$ cat config.mk
export PLATFORM = sky130hd
export DESIGN_NAME = wb_cmd_sequencer_flat
export DESIGN_NICKNAME = d
export VERILOG_FILES = /design/src/rtl/wb_cmd_sequencer_if.sv /design/src/rtl/wb_cmd_sequencer.sv /design/src/flat_wrapper.sv
export SDC_FILE = /design/constraint.sdc
export NUM_CORES = 1
export LEC_CHECK = 0
export ABC_AREA = 1
export BUFFER_PORTS_ARGS = -buffer_cell sky130_fd_sc_hd__buf_4
export CORE_AREA = 2 2 114 116
export DETAILED_ROUTE_END_ITERATION = 10
export DIE_AREA = 0 0 116 118
export PLACE_DENSITY = 0.82
export SETUP_SLACK_MARGIN = 0.05
export SYNTH_ARGS = -nofsm -noshare
export SYNTH_HDL_FRONTEND = slang
export SYNTH_SLANG_ARGS = --single-unit
$ cat constraint.sdc
create_clock -name wb_clk_i -period 7.3 [get_ports wb_clk_i]
set_clock_uncertainty 0.2 [all_clocks]
set_input_delay 0.365 -clock wb_clk_i [delete_from_list [all_inputs] [get_ports wb_clk_i]]
set_output_delay 0.365 -clock wb_clk_i [all_outputs]
set_load 0.01 [all_outputs]
$ cat src/rtl/wb_cmd_sequencer_if.sv
// ============================================================================
// Module      : wb_cmd_sequencer_if
// Description : Command, response and controller local-port signals of the
//               wishbone command sequencer, with master/slave views.
// Revision    : 1.0 - initial release
// ============================================================================
`default_nettype none

interface wb_cmd_sequencer_if;
    // command queue input
    logic       cmd_valid;
    logic       cmd_ready;
    logic [1:0] cmd_op;
    logic [7:0] cmd_addr;
    logic [7:0] cmd_data;
    logic [7:0] cmd_cmp;
    // response output
    logic       rsp_valid;
    logic       rsp_ready;
    logic [7:0] rsp_data;
    logic       rsp_timeout;
    // status
    logic       busy;
    logic       op_err;
    // wishbone_controller local port
    logic [7:0] address;
    logic       wr_en;
    logic [7:0] wr_data;
    logic       rd_en;
    logic [7:0] rd_data;
    logic       xfer_done;

    // Sequencer view.
    modport slave (
        input  cmd_valid, cmd_op, cmd_addr, cmd_data, cmd_cmp,
        output cmd_ready,
        output rsp_valid, rsp_data, rsp_timeout,
        input  rsp_ready,
        output busy, op_err,
        output address, wr_en, wr_data, rd_en,
        input  rd_data, xfer_done
    );

    // Command source / controller side view.
    modport master (
        output cmd_valid, cmd_op, cmd_addr, cmd_data, cmd_cmp,
        input  cmd_ready,
        input  rsp_valid, rsp_data, rsp_timeout,
        output rsp_ready,
        input  busy, op_err,
        input  address, wr_en, wr_data, rd_en,
        output rd_data, xfer_done
    );
endinterface

`default_nettype wire

$ cat src/rtl/wb_cmd_sequencer.sv
// ============================================================================
// Module      : wb_cmd_sequencer
// Description : Queued write/read/poll command front end for the EFB
//               wishbone_controller local port.
// Revision    : 1.0 - initial release
// ============================================================================
`default_nettype none

module wb_cmd_sequencer #(
    parameter int CMD_DEPTH = 4,
    parameter int POLL_MAX  = 255,
    parameter int POLL_GAP  = 8
) (
    input  wire logic           wb_clk_i,
    input  wire logic           wb_rst_n_i,
    wb_cmd_sequencer_if.slave   bus
);

    localparam int              c_ptr_w    = $clog2(CMD_DEPTH);
    localparam int              c_gap_w    = (POLL_GAP < 2) ? 1 : $clog2(POLL_GAP);
    localparam logic [c_gap_w-1:0] c_gap_last = c_gap_w'(POLL_GAP - 1);
    localparam logic [7:0]      c_poll_max = 8'(POLL_MAX);
    localparam logic [1:0]      c_op_wr    = 2'b00;
    localparam logic [1:0]      c_op_rd    = 2'b01;
    localparam logic [1:0]      c_op_poll  = 2'b10;
    localparam logic [1:0]      c_op_rsvd  = 2'b11;

    typedef enum logic [2:0] {
        S_IDLE  = 3'd0,
        S_ISSUE = 3'd1,
        S_WAIT  = 3'd2,
        S_GAP   = 3'd3,
        S_RESP  = 3'd4
    } state_t;

    state_t r_state;
    state_t w_next_state;

    // ------------------------------------------------------------------
    // Command FIFO: pointers carry one extra wrap bit for full/empty.
    // ------------------------------------------------------------------
    logic [25:0]        r_mem [CMD_DEPTH];
    logic [c_ptr_w:0]   r_wr_ptr;
    logic [c_ptr_w:0]   r_rd_ptr;
    logic               w_empty;
    logic               w_full;
    logic               w_push;
    logic               w_pop;
    logic [1:0]         w_head_op;
    logic [7:0]         w_head_addr;
    logic [7:0]         w_head_data;
    logic [7:0]         w_head_cmp;

    // Latched command and sequencing state
    logic [1:0]         r_op;
    logic [7:0]         r_address;
    logic [7:0]         r_data;
    logic [7:0]         r_cmp;
    logic [7:0]         r_attempts;
    logic [c_gap_w-1:0] r_gap;
    logic               r_rsp_valid;
    logic [7:0]         r_rsp_data;
    logic               r_rsp_timeout;
    logic               r_op_err;

    logic [7:0]         w_att_next;
    logic               w_match;
    logic               w_ack;

    assign w_empty = (r_wr_ptr == r_rd_ptr);
    assign w_full  = (r_wr_ptr[c_ptr_w] != r_rd_ptr[c_ptr_w]) &&
                     (r_wr_ptr[c_ptr_w-1:0] == r_rd_ptr[c_ptr_w-1:0]);
    assign w_push  = bus.cmd_valid && !w_full;
    // A held response blocks the queue so results leave in command order.
    assign w_pop   = (r_state == S_IDLE) && !w_empty && !r_rsp_valid;

    assign {w_head_op, w_head_addr, w_head_data, w_head_cmp} = r_mem[r_rd_ptr[c_ptr_w-1:0]];

    assign w_ack      = (r_state == S_WAIT) && bus.xfer_done;
    assign w_att_next = r_attempts + 8'd1;
    assign w_match    = ((bus.rd_data & r_data) == r_cmp);

    always_ff @(posedge wb_clk_i) begin
        if (w_push) begin
            r_mem[r_wr_ptr[c_ptr_w-1:0]] <= {bus.cmd_op, bus.cmd_addr, bus.cmd_data, bus.cmd_cmp};
        end
    end

    always_ff @(posedge wb_clk_i or negedge wb_rst_n_i) begin
        if (!wb_rst_n_i) begin
            r_wr_ptr <= '0;
            r_rd_ptr <= '0;
        end else begin
            if (w_push) begin
                r_wr_ptr <= r_wr_ptr + 1'b1;
            end
            if (w_pop) begin
                r_rd_ptr <= r_rd_ptr + 1'b1;
            end
        end
    end

    // ------------------------------------------------------------------
    // Sequencer FSM
    // ------------------------------------------------------------------
    always_ff @(posedge wb_clk_i or negedge wb_rst_n_i) begin
        if (!wb_rst_n_i) begin
            r_state <= S_IDLE;
        end else begin
            r_state <= w_next_state;
        end
    end

    always_comb begin
        w_next_state = r_state;
        case (r_state)
            S_IDLE: begin
                if (w_pop && (w_head_op != c_op_rsvd)) begin
                    w_next_state = S_ISSUE;
                end
            end
            S_ISSUE: begin
                w_next_state = S_WAIT;
            end
            S_WAIT: begin
                if (bus.xfer_done) begin
                    if (r_op == c_op_wr) begin
                        w_next_state = S_IDLE;
                    end else if ((r_op == c_op_rd) || w_match || (w_att_next == c_poll_max)) begin
                        w_next_state = S_RESP;
                    end else begin
                        w_next_state = S_GAP;
                    end
                end
            end
            S_GAP: begin
                if (r_gap == c_gap_last) begin
                    w_next_state = S_ISSUE;
                end
            end
            S_RESP: begin
                if (r_rsp_valid && bus.rsp_ready) begin
                    w_next_state = S_IDLE;
                end
            end
            default: begin
                w_next_state = S_IDLE;
            end
        endcase
    end

    // ------------------------------------------------------------------
    // Datapath registers
    // ------------------------------------------------------------------
    always_ff @(posedge wb_clk_i or negedge wb_rst_n_i) begin
        if (!wb_rst_n_i) begin
            r_op          <= c_op_wr;
            r_address     <= 8'd0;
            r_data        <= 8'd0;
            r_cmp         <= 8'd0;
            r_attempts    <= 8'd0;
            r_gap         <= '0;
            r_rsp_valid   <= 1'b0;
            r_rsp_data    <= 8'd0;
            r_rsp_timeout <= 1'b0;
            r_op_err      <= 1'b0;
        end else begin
            if (w_pop) begin
                if (w_head_op == c_op_rsvd) begin
                    r_op_err <= 1'b1;
                end else begin
                    r_op       <= w_head_op;
                    r_address  <= w_head_addr;
                    r_data     <= w_head_data;
                    r_cmp      <= w_head_cmp;
                    r_attempts <= 8'd0;
                end
            end

            if (w_ack && (r_op != c_op_wr)) begin
                r_rsp_data    <= bus.rd_data;
                r_attempts    <= w_att_next;
                r_rsp_timeout <= (r_op == c_op_poll) && !w_match && (w_att_next == c_poll_max);
            end

            if (r_state == S_GAP) begin
                r_gap <= r_gap + 1'b1;
            end else begin
                r_gap <= '0;
            end

            // Valid rises the cycle after entering RESP and drops on handshake.
            if (r_state == S_RESP) begin
                if (!r_rsp_valid) begin
                    r_rsp_valid <= 1'b1;
                end else if (bus.rsp_ready) begin
                    r_rsp_valid <= 1'b0;
                end
            end
        end
    end

    // ------------------------------------------------------------------
    // Outputs
    // ------------------------------------------------------------------
    assign bus.cmd_ready   = !w_full;
    assign bus.rsp_valid   = r_rsp_valid;
    assign bus.rsp_data    = r_rsp_data;
    assign bus.rsp_timeout = r_rsp_timeout;
    assign bus.busy        = !w_empty || (r_state != S_IDLE);
    assign bus.op_err      = r_op_err;
    assign bus.address     = r_address;
    assign bus.wr_data     = r_data;
    assign bus.wr_en       = (r_state == S_ISSUE) && (r_op == c_op_wr);
    assign bus.rd_en       = (r_state == S_ISSUE) && (r_op != c_op_wr);

endmodule

`default_nettype wire

$ cat src/flat_wrapper.sv
// flat-port wrapper written by rule: the top's interface ports become plain ports
module wb_cmd_sequencer_flat 
#(
    parameter int CMD_DEPTH = 4,
    parameter int POLL_MAX  = 255,
    parameter int POLL_GAP  = 8
)
  (wb_clk_i, wb_rst_n_i, bus_cmd_valid, bus_cmd_op, bus_cmd_addr, bus_cmd_data, bus_cmd_cmp, bus_cmd_ready, bus_rsp_valid, bus_rsp_data, bus_rsp_timeout, bus_rsp_ready, bus_busy, bus_op_err, bus_address, bus_wr_en, bus_wr_data, bus_rd_en, bus_rd_data, bus_xfer_done);
  wb_cmd_sequencer_if bus_i ();
  input  wire logic wb_clk_i;
  input  wire logic wb_rst_n_i;
  input wire logic [$bits(bus_i.cmd_valid)-1:0] bus_cmd_valid;
  input wire logic [$bits(bus_i.cmd_op)-1:0] bus_cmd_op;
  input wire logic [$bits(bus_i.cmd_addr)-1:0] bus_cmd_addr;
  input wire logic [$bits(bus_i.cmd_data)-1:0] bus_cmd_data;
  input wire logic [$bits(bus_i.cmd_cmp)-1:0] bus_cmd_cmp;
  output wire logic [$bits(bus_i.cmd_ready)-1:0] bus_cmd_ready;
  output wire logic [$bits(bus_i.rsp_valid)-1:0] bus_rsp_valid;
  output wire logic [$bits(bus_i.rsp_data)-1:0] bus_rsp_data;
  output wire logic [$bits(bus_i.rsp_timeout)-1:0] bus_rsp_timeout;
  input wire logic [$bits(bus_i.rsp_ready)-1:0] bus_rsp_ready;
  output wire logic [$bits(bus_i.busy)-1:0] bus_busy;
  output wire logic [$bits(bus_i.op_err)-1:0] bus_op_err;
  output wire logic [$bits(bus_i.address)-1:0] bus_address;
  output wire logic [$bits(bus_i.wr_en)-1:0] bus_wr_en;
  output wire logic [$bits(bus_i.wr_data)-1:0] bus_wr_data;
  output wire logic [$bits(bus_i.rd_en)-1:0] bus_rd_en;
  input wire logic [$bits(bus_i.rd_data)-1:0] bus_rd_data;
  input wire logic [$bits(bus_i.xfer_done)-1:0] bus_xfer_done;
  assign bus_i.cmd_valid = bus_cmd_valid;
  assign bus_i.cmd_op = bus_cmd_op;
  assign bus_i.cmd_addr = bus_cmd_addr;
  assign bus_i.cmd_data = bus_cmd_data;
  assign bus_i.cmd_cmp = bus_cmd_cmp;
  assign bus_cmd_ready = bus_i.cmd_ready;
  assign bus_rsp_valid = bus_i.rsp_valid;
  assign bus_rsp_data = bus_i.rsp_data;
  assign bus_rsp_timeout = bus_i.rsp_timeout;
  assign bus_i.rsp_ready = bus_rsp_ready;
  assign bus_busy = bus_i.busy;
  assign bus_op_err = bus_i.op_err;
  assign bus_address = bus_i.address;
  assign bus_wr_en = bus_i.wr_en;
  assign bus_wr_data = bus_i.wr_data;
  assign bus_rd_en = bus_i.rd_en;
  assign bus_i.rd_data = bus_rd_data;
  assign bus_i.xfer_done = bus_xfer_done;
  wb_cmd_sequencer #(.CMD_DEPTH(CMD_DEPTH), .POLL_MAX(POLL_MAX), .POLL_GAP(POLL_GAP)) u_core (.wb_clk_i(wb_clk_i), .wb_rst_n_i(wb_rst_n_i), .bus(bus_i));
endmodule
==> summary.md <==
| Metric | Value |
|---|---|
| Sequential power share | 0.497 |
| Rows | 41 |
| Fin crit period | 3.44 ns |
| Total power | 2.33 mW |
| Clock Sinks | 161 |
| Leading register cell type out of synthesis | edfxtp_1 |
| Seq cells post-synth | 161 |
| Most common cell after layout, fill and taps aside | nor2_1 |
| Vias in the first global route | 4,806 |
| Layout cell share with drive strength beyond 1 | 0.160 |
| Clock Latency Late Sink | 0.43 ns |
| Initial core utilization | 0.537 |
| DR vias/cell | 5.29 |
| First-pass GRT wire length | 22,900 µm |
| Worst slew margin | 0.209 |
| Reg2Reg Depth | 9 |
| Clock share of power | 0.381 |
| Synth Area in Adders | 0.0169 |
| Post-synthesis sequential area ratio | 0.683 |
| Syn_area_per_cell | 10.7 µm² |
| Die area | 13,700 µm² |
| Core Area | 12,400 µm² |
| Die height | 118 µm |
| H-tree depth | 4 |
| Largest family of logic cells by synthesized area | simple AND/OR/NAND/NOR gates |
| NetSw | 0.603 mW |
| Tightest Hold Check Type | primary input to flip-flop |
| Syn Std Cell Area | 6660 µm² |
| Pwr/cell area | 283 nW/µm² |
| Peak supply drop | 0.000183 V |
| DRT iter0 DRCs | 374 |
| Worst Path Arrival | 3.53 ns |
| Nets@finish | 772 |
| Hold Path Cell Cnt | 4 |
| Postcts setup bufs | 0 |
| Post-synth EDFFs | 104 |
| Initial antenna violation count | 0 |
| Logic gate share of total power | 0.122 |
| Most frequent cells in the layout | 125 x nor2_1, 113 x nand2_1, 104 x edfxtp_1, 73 x buf_4, 65 x o21ai_0 |
| RSZ-0062 raised after global routing | no |
| Post-synth cell types | 29 |
| Flop2flop setup slack | 3.86 ns |
| Final wirelength | 14,300 µm |
| Yosys Warn Count | 0 |
| Final hold vios | 0 |
| Total GRT Usage | 0.220 |
| CP Class | flip-flop to flip-flop |
| Area delta synth->final | 23.9% |
| Root Driver | clkbuf_16 |
| Async set-reset flop share out of synthesis | 0.354 |
| Detail Placement HPWL | 8650 µm |
| Hold wc startpoint | bus_rsp_ready |
| Clk buf depth | 2 |
| Synth Instances | 620 |
| Worst-Margin Slew | 1.19 ns |
| Post-synthesis mux area share | 0 |
| Synth Area in XOR/XNOR | 0.0115 |
| 1st-pass router iterations | 8 |
| Max-slew violations | 0 |
| WHS Endpoint | u_core.r_state[2] |
| Simple-Gate Fraction of Synth Area | 0.163 |
| Total grt overflow | 0 |
| Post-synthesis compound-gate area fraction | 0.0789 |
| Max-Cap Viols | 0 |
| CTS tree | done |
| CTS Buf Count | 17 |
| Setup violations, final | 0 |
| Sw frac | 0.258 |
| DRC errors left | 0 |
| R2r endpoint | u_core.r_attempts[4] |
| Leak Pwr | 3.56 nW |
| Ant diodes | 0 |
| Largest net degree at the start of global routing | 58 |
| Syn Nets | 668 |
| Detail Route Antenna Nets | 0 |
| PortBufs | 69 |
| Run status | completed |
| CP max FO | 50 |
| Routability congestion estimate | 0.799 |
| Top achievable clock speed | 291 MHz |
| Die Span X | 116 µm |
| Clock transition at path regs | 0.06 ns |
| IO Count | 70 |
| CP Data Required Time | 7.39 ns |
| Drt wl/cell | 15.7 µm |
| Period utilisation layout | 0.471 |
| Crit. End Element | flip-flop |
| Critical R2R Launch | u_core.r_rd_ptr[1] |
| Cell Int Power | 1.73 mW |
| Setup TNS | 0 ns |
| CP Launch Type | flip-flop |
| Via count | 4,806 |
==> area by class of cell <==
class / instances / area, µm²
clock buffer: 18 / 429
timing repair buffer: 108 / 898
clock inverter: 14 / 166
inverter: 48 / 183
multi-input combinational: 388 / 1810
sequential: 161 / 4550
fill: 908 / 4160
tap: 172 / 215
==> power groups by stage <==
| stage | sequential (mW) | clock [mW] | combinational (mW) |
|---|---|---|---|
| 2_1_floorplan | 1.17 | 0 | 0.162 |
| 3_3_place_gp | 1.17 | 0 | 0.258 |
| 3_5_place_dp | 1.18 | 0 | 0.270 |
| 4_1_cts | 1.16 | 0.901 | 0.287 |
| 5_1_grt | 1.17 | 0.941 | 0.318 |
| 6_report | 1.16 | 0.890 | 0.285 |
==> per-stage QoR <==
| step | cells | setup slack [ns] | utilization | cell area [µm²] | hold WS [ns] |
|---|---|---|---|---|---|
| 2_1_floorplan | 620 | 4.53 | - | 6660 | -0.131 |
| 4_1_cts | 909 | 3.87 | 0.665 | 8260 | 0.0337 |
| 3_5_place_dp | 842 | 3.91 | 0.589 | 7310 | 0.250 |
| 6_report | 909 | 3.86 | 0.665 | 8260 | 0.0454 |
| 5_1_grt | 909 | 3.57 | 0.665 | 8260 | 0.0564 |
| 3_3_place_gp | 842 | 4.00 | 0.589 | 7310 | 0.220 |
==> flip-flops by register name (all words and copies together), names as in the netlist <==
signal,cells
u_core.r_gap,3
u_core.r_cmp,8
u_core.bus.rsp_timeout,1
u_core.bus.rsp_data,8
u_core.bus.rsp_valid,1
u_core.bus.address,8
u_core.r_mem,104
u_core.r_wr_ptr,3
u_core.r_op,2
u_core.bus.wr_data,8
u_core.r_state,3
u_core.r_attempts,8
u_core.bus.op_err,1
u_core.r_rd_ptr,3
==> what timing repair did <==
| item | 4_1_cts | 5_1_grt |
|---|---|---|
| resized for setup | 0 | 0 |
| setup endpoints to repair | 0 | 0 |
| hold buffers | 35 | 0 |
| hold endpoints to repair | 169 | 0 |
==> layer usage <==
layer | part of all wire | vias to the layer above | track usage
met3 | 0.074 | 29 | 0.0613
met5 | 0 | - | 0
met1 | 0.41 | 2298 | 0.281
met2 | 0.49 | 185 | 0.355
li1 | - | 2294 | -
met4 | 0.021 | 0 | 0.0900
==> worst max path at each step <==
stage	cells after the start	start	end	slack (ns)
after floorplan	5	u_core.r_rd_ptr[0]	u_core.r_mem[3][0]	4.53
after global placement	9	u_core.r_rd_ptr[1]	u_core.r_attempts[6]	4.00
after detailed placement	9	u_core.r_rd_ptr[1]	u_core.r_attempts[4]	3.91
after CTS	9	u_core.r_rd_ptr[1]	u_core.r_attempts[4]	3.87
after global routing	9	u_core.r_rd_ptr[1]	u_core.r_attempts[4]	3.57
final	9	u_core.r_rd_ptr[1]	u_core.r_attempts[4]	3.86
==> worst max-delay path: stages (launching register included) <==
cell	delay, ns
dfrtp_1	1.13
inv_2	0.49
nand3_1	0.21
nand2_1	0.09
nand2_1	0.10
nand3_2	0.11
inv_2	0.60
nor2_2	0.10
inv_2	0.14
o21ai_0	0.11
==> synth_stat cells (all sizes together) (4+ instances only) <==
master,n,area [µm²]
nor2,130,490
nand2,113,424
edfxtp,104,3120
o21ai,65,325
dfrtp,57,1430
inv,48,183
nand3,23,120
a31oi,17,106
buf,13,91.3
o22ai,11,68.8
clkbuf,10,37.5
ha,9,113
nor3,4,20.0
xnor2,4,50.1
==> cell families after synthesis <==
family | count (synthesis)
buffers and inverters | 71
AOI/OAI and AO/OA | 97
adders and majority gates | 9
xor gates and xnor gates | 7
and+or+nand+nor | 275
DFF | 161
(Power assumes the default switching activity.)
